### config.mk
export PLATFORM = sky130hd
export DESIGN_NAME = lcd_tile_streamer
export DESIGN_NICKNAME = d
export VERILOG_FILES = /design/src/rtl/lcd_tile_streamer.sv
export SDC_FILE = /design/constraint.sdc
export NUM_CORES = 1
export LEC_CHECK = 0
export ABC_AREA = 1
export BUFFER_PORTS_ARGS = -buffer_cell sky130_fd_sc_hd__buf_2
export CAP_MARGIN = 30
export CORE_MARGIN = 5
export CORE_UTILIZATION = 64
export CTS_BUF_LIST = sky130_fd_sc_hd__clkbuf_4
export CTS_CLUSTER_DIAMETER = 120
export DETAILED_ROUTE_END_ITERATION = 16
export PLACE_DENSITY_LB_ADDON = 0.1
export SYNTH_ARGS = -nofsm -noshare
export SYNTH_HDL_FRONTEND = slang
export SYNTH_SLANG_ARGS = --single-unit
### constraint.sdc
create_clock -name clk -period 3.9 [get_ports clk]
set_input_delay 0.39 -clock clk [delete_from_list [all_inputs] [get_ports clk]]
set_output_delay 0.39 -clock clk [all_outputs]
set_load 0.01 [all_outputs]
### src/rtl/lcd_tile_streamer.sv
// Init-script player and tile window streamer feeding an 8080-style LCD bus FIFO.
// Optional build macro LCD_TE_SYNC_EN adds lcd_te and holds each frame's first tile for a tearing-effect edge.
module lcd_tile_streamer #(
    parameter int TILE_W      = 32,
    parameter int TILE_H      = 32,
    parameter int TILES_X     = 10,
    parameter int TILES_Y     = 8,
    parameter int LAST_TILE_H = 16,
    parameter int INIT_AW     = 7,
    parameter int DELAY_SHIFT = 16,
    localparam int XW = (TILES_X > 1) ? $clog2(TILES_X) : 1,
    localparam int YW = (TILES_Y > 1) ? $clog2(TILES_Y) : 1,
    localparam int AW = $clog2(TILE_W * TILE_H)
) (
    input  logic               clk,
    input  logic               rst,
    output logic [INIT_AW-1:0] init_addr,
    input  logic [8:0]         init_data,
    input  logic [XW-1:0]      tile_x,
    input  logic [YW-1:0]      tile_y,
    input  logic               tile_ready,
    output logic [AW-1:0]      tile_addr,
    input  logic [15:0]        tile_data,
    output logic               tile_next,
    output logic [8:0]         cmd_data,
    output logic               cmd_valid,
    input  logic               cmd_pull,
    input  logic               lcd_ready,
`ifdef LCD_TE_SYNC_EN
    input  logic               lcd_te,
`endif
    output logic               lcd_rst,
    output logic               init_done
);

    localparam int DLW = 8 + DELAY_SHIFT;
    localparam logic [8:0] WORD_NOP   = 9'h100;
    localparam logic [8:0] CMD_CASET  = 9'h12A;
    localparam logic [8:0] CMD_PASET  = 9'h12B;
    localparam logic [8:0] CMD_RAMWR  = 9'h12C;

    typedef enum logic [4:0] {
        S_INIT_FETCH, S_INIT_DECODE, S_INIT_OUT, S_WAIT_TILE,
        S_CAS, S_SCH, S_SCL, S_ECH, S_ECL,
        S_PAS, S_SPH, S_SPL, S_EPH, S_EPL,
        S_RAMWR, S_PIX_LD, S_PIXH, S_PIXL
    } state_t;

    state_t             state_q, state_d;
    logic [INIT_AW-1:0] init_addr_q, init_addr_d;
    logic [DLW-1:0]     delay_q, delay_d;
    logic               arg_pending_q, arg_pending_d;
    logic               lcd_rst_q, lcd_rst_d;
    logic               init_done_q, init_done_d;
    logic [8:0]         cmd_data_q, cmd_data_d;
    logic               cmd_valid_q, cmd_valid_d;
    logic [AW-1:0]      tile_addr_q, tile_addr_d;
    logic               tile_next_q, tile_next_d;
    logic [XW-1:0]      tx_q, tx_d;
    logic [YW-1:0]      ty_q, ty_d;

    logic               pull;
    logic               advance;
    logic               tile_go;
    logic               last_row;
    logic [15:0]        sc, ec, sp, ep;
    logic [AW-1:0]      last_pix;

    assign pull     = cmd_valid_q & cmd_pull;
    assign last_row = (ty_q == YW'(TILES_Y - 1));
    assign sc       = 16'(32'(tx_q) * TILE_W);
    assign ec       = sc + 16'(TILE_W - 1);
    assign sp       = 16'(32'(ty_q) * TILE_H);
    assign ep       = sp + (last_row ? 16'(LAST_TILE_H - 1) : 16'(TILE_H - 1));
    assign last_pix = last_row ? AW'(TILE_W * LAST_TILE_H - 1) : AW'(TILE_W * TILE_H - 1);

`ifdef LCD_TE_SYNC_EN
    logic te_meta_q, te_meta_d;
    logic te_sync_q, te_sync_d;
    logic te_prev_q, te_prev_d;
    logic te_seen_q, te_seen_d;
    logic te_rise;
    logic frame_start;

    assign te_rise     = te_sync_q & ~te_prev_q;
    assign frame_start = (tile_x == '0) && (tile_y == '0);
    assign tile_go     = tile_ready && (!frame_start || te_seen_q || te_rise);

    // Only edges arriving while idle between tiles count; edges during streaming are dropped.
    always_comb begin
        te_meta_d = lcd_te;
        te_sync_d = te_meta_q;
        te_prev_d = te_sync_q;
        te_seen_d = (state_q == S_WAIT_TILE) && !tile_go && (te_seen_q || te_rise);
    end
`else
    assign tile_go = tile_ready;
`endif

    always_comb begin
        state_d       = state_q;
        init_addr_d   = init_addr_q;
        delay_d       = (delay_q == '0) ? '0 : delay_q - DLW'(1);
        arg_pending_d = arg_pending_q;
        lcd_rst_d     = lcd_rst_q;
        init_done_d   = init_done_q;
        cmd_data_d    = cmd_data_q;
        cmd_valid_d   = cmd_valid_q;
        tile_addr_d   = tile_addr_q;
        tile_next_d   = 1'b0;
        tx_d          = tx_q;
        ty_d          = ty_q;
        advance       = 1'b0;

        case (state_q)
            // Every script step, opcodes included, waits out a pending delay and a busy bus.
            S_INIT_FETCH: if (delay_q == '0 && lcd_ready) state_d = S_INIT_DECODE;
            S_INIT_DECODE: begin
                if (arg_pending_q) begin
                    delay_d       = DLW'(init_data[7:0]) << DELAY_SHIFT;
                    arg_pending_d = 1'b0;
                    advance       = 1'b1;
                end else begin
                    case (init_data)
                        9'h1FD: begin lcd_rst_d = 1'b1; advance = 1'b1; end
                        9'h1FE: begin lcd_rst_d = 1'b0; advance = 1'b1; end
                        9'h1FF: begin arg_pending_d = 1'b1; advance = 1'b1; end
                        9'h1FC: begin init_done_d = 1'b1; state_d = S_WAIT_TILE; end
                        9'h100: advance = 1'b1;
                        default: begin
                            cmd_data_d  = init_data;
                            cmd_valid_d = 1'b1;
                            state_d     = S_INIT_OUT;
                        end
                    endcase
                end
            end
            S_INIT_OUT: if (pull) begin
                cmd_valid_d = 1'b0;
                cmd_data_d  = WORD_NOP;
                advance     = 1'b1;
            end
            S_WAIT_TILE: if (tile_go) begin
                tx_d        = tile_x;
                ty_d        = tile_y;
                cmd_data_d  = CMD_CASET;
                cmd_valid_d = 1'b1;
                state_d     = S_CAS;
            end
            S_CAS: if (pull) begin cmd_data_d = {1'b0, sc[15:8]}; state_d = S_SCH; end
            S_SCH: if (pull) begin cmd_data_d = {1'b0, sc[7:0]};  state_d = S_SCL; end
            S_SCL: if (pull) begin cmd_data_d = {1'b0, ec[15:8]}; state_d = S_ECH; end
            S_ECH: if (pull) begin cmd_data_d = {1'b0, ec[7:0]};  state_d = S_ECL; end
            S_ECL: if (pull) begin cmd_data_d = CMD_PASET;        state_d = S_PAS; end
            S_PAS: if (pull) begin cmd_data_d = {1'b0, sp[15:8]}; state_d = S_SPH; end
            S_SPH: if (pull) begin cmd_data_d = {1'b0, sp[7:0]};  state_d = S_SPL; end
            S_SPL: if (pull) begin cmd_data_d = {1'b0, ep[15:8]}; state_d = S_EPH; end
            S_EPH: if (pull) begin cmd_data_d = {1'b0, ep[7:0]};  state_d = S_EPL; end
            S_EPL: if (pull) begin cmd_data_d = CMD_RAMWR;        state_d = S_RAMWR; end
            S_RAMWR: if (pull) begin
                cmd_valid_d = 1'b0;
                cmd_data_d  = WORD_NOP;
                state_d     = S_PIX_LD;
            end
            // tile_data follows the registered tile_addr, so each pixel needs one load cycle.
            S_PIX_LD: begin
                cmd_data_d  = {1'b0, tile_data[15:8]};
                cmd_valid_d = 1'b1;
                state_d     = S_PIXH;
            end
            S_PIXH: if (pull) begin cmd_data_d = {1'b0, tile_data[7:0]}; state_d = S_PIXL; end
            S_PIXL: if (pull) begin
                cmd_valid_d = 1'b0;
                cmd_data_d  = WORD_NOP;
                if (tile_addr_q == last_pix) begin
                    tile_addr_d = '0;
                    tile_next_d = 1'b1;
                    state_d     = S_WAIT_TILE;
                end else begin
                    tile_addr_d = tile_addr_q + AW'(1);
                    state_d     = S_PIX_LD;
                end
            end
            default: state_d = S_INIT_FETCH;
        endcase

        if (advance) begin
            init_addr_d = init_addr_q + INIT_AW'(1);
            if (init_addr_q == '1) begin
                init_done_d = 1'b1;
                state_d     = S_WAIT_TILE;
            end else begin
                state_d = S_INIT_FETCH;
            end
        end
    end

    always_ff @(posedge clk or posedge rst) begin
        if (rst) begin
            state_q       <= S_INIT_FETCH;
            init_addr_q   <= '0;
            delay_q       <= '0;
            arg_pending_q <= 1'b0;
            lcd_rst_q     <= 1'b0;
            init_done_q   <= 1'b0;
            cmd_data_q    <= WORD_NOP;
            cmd_valid_q   <= 1'b0;
            tile_addr_q   <= '0;
            tile_next_q   <= 1'b0;
            tx_q          <= '0;
            ty_q          <= '0;
`ifdef LCD_TE_SYNC_EN
            te_meta_q     <= 1'b0;
            te_sync_q     <= 1'b0;
            te_prev_q     <= 1'b0;
            te_seen_q     <= 1'b0;
`endif
        end else begin
            state_q       <= state_d;
            init_addr_q   <= init_addr_d;
            delay_q       <= delay_d;
            arg_pending_q <= arg_pending_d;
            lcd_rst_q     <= lcd_rst_d;
            init_done_q   <= init_done_d;
            cmd_data_q    <= cmd_data_d;
            cmd_valid_q   <= cmd_valid_d;
            tile_addr_q   <= tile_addr_d;
            tile_next_q   <= tile_next_d;
            tx_q          <= tx_d;
            ty_q          <= ty_d;
`ifdef LCD_TE_SYNC_EN
            te_meta_q     <= te_meta_d;
            te_sync_q     <= te_sync_d;
            te_prev_q     <= te_prev_d;
            te_seen_q     <= te_seen_d;
`endif
        end
    end

    assign init_addr = init_addr_q;
    assign tile_addr = tile_addr_q;
    assign tile_next = tile_next_q;
    assign cmd_data  = cmd_data_q;
    assign cmd_valid = cmd_valid_q;
    assign lcd_rst   = lcd_rst_q;
    assign init_done = init_done_q;

endmodule

# Word level (Yosys, flattened, before mapping)
# Cells that the tools add are included.
# word_totals
wordCells,155
register_bits,67
out_inout_bits,30
inputBits,37
# op_classes
eq_ne,58
bitwise_logic,2
reduce_logical,15
mux,63
addsub,5
# op_table
cell,n
two-way mux 9 bit,15
case mux 9 bit (15 select lines),1
two-way mux 5 bit,18
case mux 5 bit (18 select lines),1
two-way mux 24 bit,3
inequality test 3 bit (second input constant),17
== test 9 bit (second input constant),5
== test 5 x 4 -> 1 bit (second input constant),8
inequality test 2 bit (second input constant),15
zero test 24 bit,1
subtractor 24 x 1 -> 24 bit (second input constant),1
== test 5 x 3 -> 1 bit (second input constant),4
two-way mux 10 bit,2
AND reduction 18 bit,1
two-way mux 1 bit,17
AND reduction 16 bit,1
nonzero test 15 bit,1
adder 10 x 1 -> 10 bit (second input constant),1
adder 9 x 5 -> 10 bit (second input constant),1
== test 10 bit,1
== test 5 x 2 -> 1 bit (second input constant),2
== test 5 bit (second input constant),2
case mux 5 bit (2 select lines),1
adder 8 x 5 -> 9 bit,1
21 further kinds,23

# Logic depth before layout (Yosys ltp)
# logic_depth
ltp_word,7
depth_mapped,13
ltp_nobuf,12

# Least setup slack after synthesis
# No wires, ideal clock.
# synth_timing
path_kind,register -> register
from,reg state_q[2]
to,reg cmd_data_q[0] (netlist: cmd_data[0])
required_time_ns,3.783
setup_slack_ns,2.252
period_less_slack_ns,1.648
arrival_ns,1.532
setup_ns,0.117
path_stages_with_launch,12
n_path_buf,1
cell_sequence,dfrtp_1 -> nor2_2 -> buf_6 -> nand2_1 -> nor2_4 -> nor2_1 -> nand2_1 -> nor2_1 -> nor2_4 -> nand2_4 -> nand2_1 -> nand2_1
# synth_via
elab_chain_cells,4
word_cells_on_any_way,36
cone_classes,eq/ne (32); mux (1); reduce/logical (3)
# synth_lines
item,line_no,rtl
from (decl),49,"state_t state_q, state_d;"
from (signal assigned),219,state_q <= state_d;
== test 5 bit (tied with other cells),115,case (state_q)
OR reduction 3 bit (no line),--,
nonzero test 15 bit (no line) or inequality test 2 x 1 -> 1 bit (tied branches),--,
AND reduction 16 bit (no line),--,
to (signal assigned),225,cmd_data_q <= cmd_data_d;
to (decl),55,"logic [8:0] cmd_data_q, cmd_data_d;"
# Parallel ways exist; a longest one is shown, timed or not.
# A chain may end at the register's enable or synchronous reset.

# Worst setup path after layout
# layout_timing
from,reg state_q[4]
to,reg delay_q[19]
# layout_via
elab_chain_cells,2
# layout_lines
item,line_no,rtl
== test 5 x 1 -> 1 bit,115,
two-way mux 24 bit,115,
via delay_d[19],51,"logic [DLW-1:0] delay_q, delay_d;"
to (signal assigned),221,delay_q <= delay_d;
to (decl),51,
# The timed path passes the listed nets, and every way through them passes these cells.

==> out/metrics.cfg <==
[outcome]
outcome=completed

[timing]
worstMarginPinSlew_ps=616.0
slew_headroom=0.5887
fmax_mhz=445.1
fin_tns_setup_ps=0
rsz0062_at_grt=false
period_share=0.5761
whs_ps=13.68
maxSlewViolCount=0
period_minus_slack_ps=2247
setup_violations=0
setup_ws_ps=1653
skew_ps=24.09
finalHoldViolCount=0

[power_and_ir_drop]
power_density_nw_per_um2=252.9
p_leak_nw=2.606
peakVddDrop_v=0.0002490

[clock_tree]
cts.htree.levels=3
clkTransAtPathRegs_ps=120
cts_tree=done
cts_sinks=67
cts_root_buffer=clkbuf_4
cts_setup_buffers=0
clk_path_buf_depth=2
cts_resized=0
cts_made_buffers=9
hold_buffers=0
clock_latency_ps=430

[floorplanning]
die_h_um=91.46
initial_core_util=0.6650
fp.dieW_um=91.46
die-area_sq_um=8364
rows=29
coreArea_sq_um=6386
io_pins=67

[place]
gp_congestion=0.9413
dp_slack_ps=1692
placed_area_sq_um=4628
dp_hpwl_um=9037
io_buffers=66

[routing]
first_pass_iters=6
wl_per_cell_um=15.28
via_count=4327
drc_errors=0
antenna_left=0
wirelength_um=11710
vias_per_cell=5.649
drt-initial-drc-count=321

[layout]
num-fill-cells=529
utilization=0.7461
final_common_cell=nand2_1
drive_gt1_frac=0.1698
final_nets=725
layout_common_cells=nand2_1, nor2_1, nand3_1
syn2layout_area_growth_pct=12.20
antenna_cells=0
finalInstanceArea_sq_um=4765

[synthesis]
synth_seq_area_share=0.3951
synth.cell_area_sq_um=4247
yosysWarnings=0
synth_seq_cells=67
synth.area.top_cells=dfrtp_1, nand2_1, nand3_1
synth_cell_types=37
yosysTopAreaCell=dfrtp_1
syn_nets=654
avgSynthCellArea_sq_um=6.928
yosysTopAreaCellShare=0.3889
syn_inst=613

[setup_path]
rr_worst_depth=8
crit_path_end_kind=register
critPathMaxStageDelay_ps=530
path_class=reg2reg
cpLargestDelayFamily=simple AND/OR/NAND/NOR gates
path_depth=8
cp.required_ps=4210
crit_slowest_cell=dfrtp_1
cp_common_cell=nand3_1
ff2ff_setup_slack_ps=1650
start_kind=register
crit_fanout=14
path_cells=inv_2 -> nand3_1 -> nor2_4 -> nand2_4 -> nand2_2 -> inv_1 -> nand3_1 -> o21ai_0
worst_ep_arrival_time_ps=2550
path_buf_inv=2

[job]
cap_violations=0

[global_routing]
grt_start_max_net_pins=39
grt_usage=0.2868
overflow=0
antenna_found_initial=0
grt_pass1_vias=4284
grt_pass1_wl_um=19800

[hold_path]
hp-class=in2async

final cells by class:
class / instances / area, sq um / area share
well taps: 77 / 96.34 / 0.02022
clock inverters: 5 / 53.80 / 0.01129
multi-input cells: 465 / 2238 / 0.4698
repair buffers: 67 / 337.8 / 0.07090
inverters: 74 / 277.8 / 0.05830
flip-flops and latches: 67 / 1678 / 0.3522
clock buffers: 11 / 82.58 / 0.01733
logic make-up (layout without fill, tap and decap cells):
family          after synthesis  count (layout)  synth area share
compound gates               45              45           0.05805
xor+xnor                     14              14           0.02888
fa+ha+maj                     4               4           0.01179
buf+inv                      81             157           0.07778
flops                        67              67            0.3951
mux                           6               6           0.01591
simple gates                396             396            0.4125
Yosys cell counts:
cell type and n:
a211oi_1 1, a21boi_0 1, a21oi_1 19, a31oi_1 1, and3_1 2, buf_2 3
buf_4 2, buf_6 2, dfrtp_1 66, dfstp_2 1, ha_1 4, inv_1 70
inv_2 4, mux2_2 6, nand2_1 184, nand2_2 2, nand2_4 3, nand3_1 71
nand3_2 3, nand3b_1 2, nand4_1 8, nor2_1 87, nor2_2 8, nor2_4 5
nor3_1 13, nor3_2 1, nor4_1 4, o211ai_1 3, o21a_1 1, o21ai_0 14
o21ai_1 2, o21bai_1 1, o22ai_1 2, or2_1 2, or2_2 1, xnor2_1 3
xor2_1 11
worst paths after layout:
kind                                 start      endpoint
worst max register to register  state_q[4]   delay_q[19]
worst min-delay path                   rst  tile_addr[6]
worst min register to register  delay_q[0]    delay_q[0]
worst max-delay path            state_q[4]   delay_q[19]
min in group clk                 tile_y[2]       ty_q[2]
max in group asynchronous              rst   cmd_data[8]
flip-flops by register name (all words and copies together) (netlist names), 3 cells and up:
register and cells:
init_addr 7, ty_q 3, tx_q 4, delay_q 24
cmd_data 9, state_q 5, tile_addr 10
where the power goes:
group / leakage, nW / switching (mW) / total, mW / internal (mW)
registers: 0.782 / 0 / 0.694 / 0.694
clock network: 0.0705 / 0.253 / 0.459 / 0.207
logic: 1.75 / 0.0336 / 0.0513 / 0.0177
total: 2.61 / 0.286 / 1.20 / 0.919
per-layer routing:
metal	GRT usage	part of all wire
met2	0.4749	0.49
met3	0.05041	0.081
met4	0.1345	0.036
met1	0.3623	0.39
met5	0	0
per-stage QoR:
stage | instances | total power [mW]
after floorplan | 613 | 0.7272
after global placement | 750 | 0.7572
after detailed placement | 750 | 0.7583
after CTS | 766 | 1.204
after global routing | 766 | 1.251
final | 766 | 1.205
(Power assumes the default switching activity.)
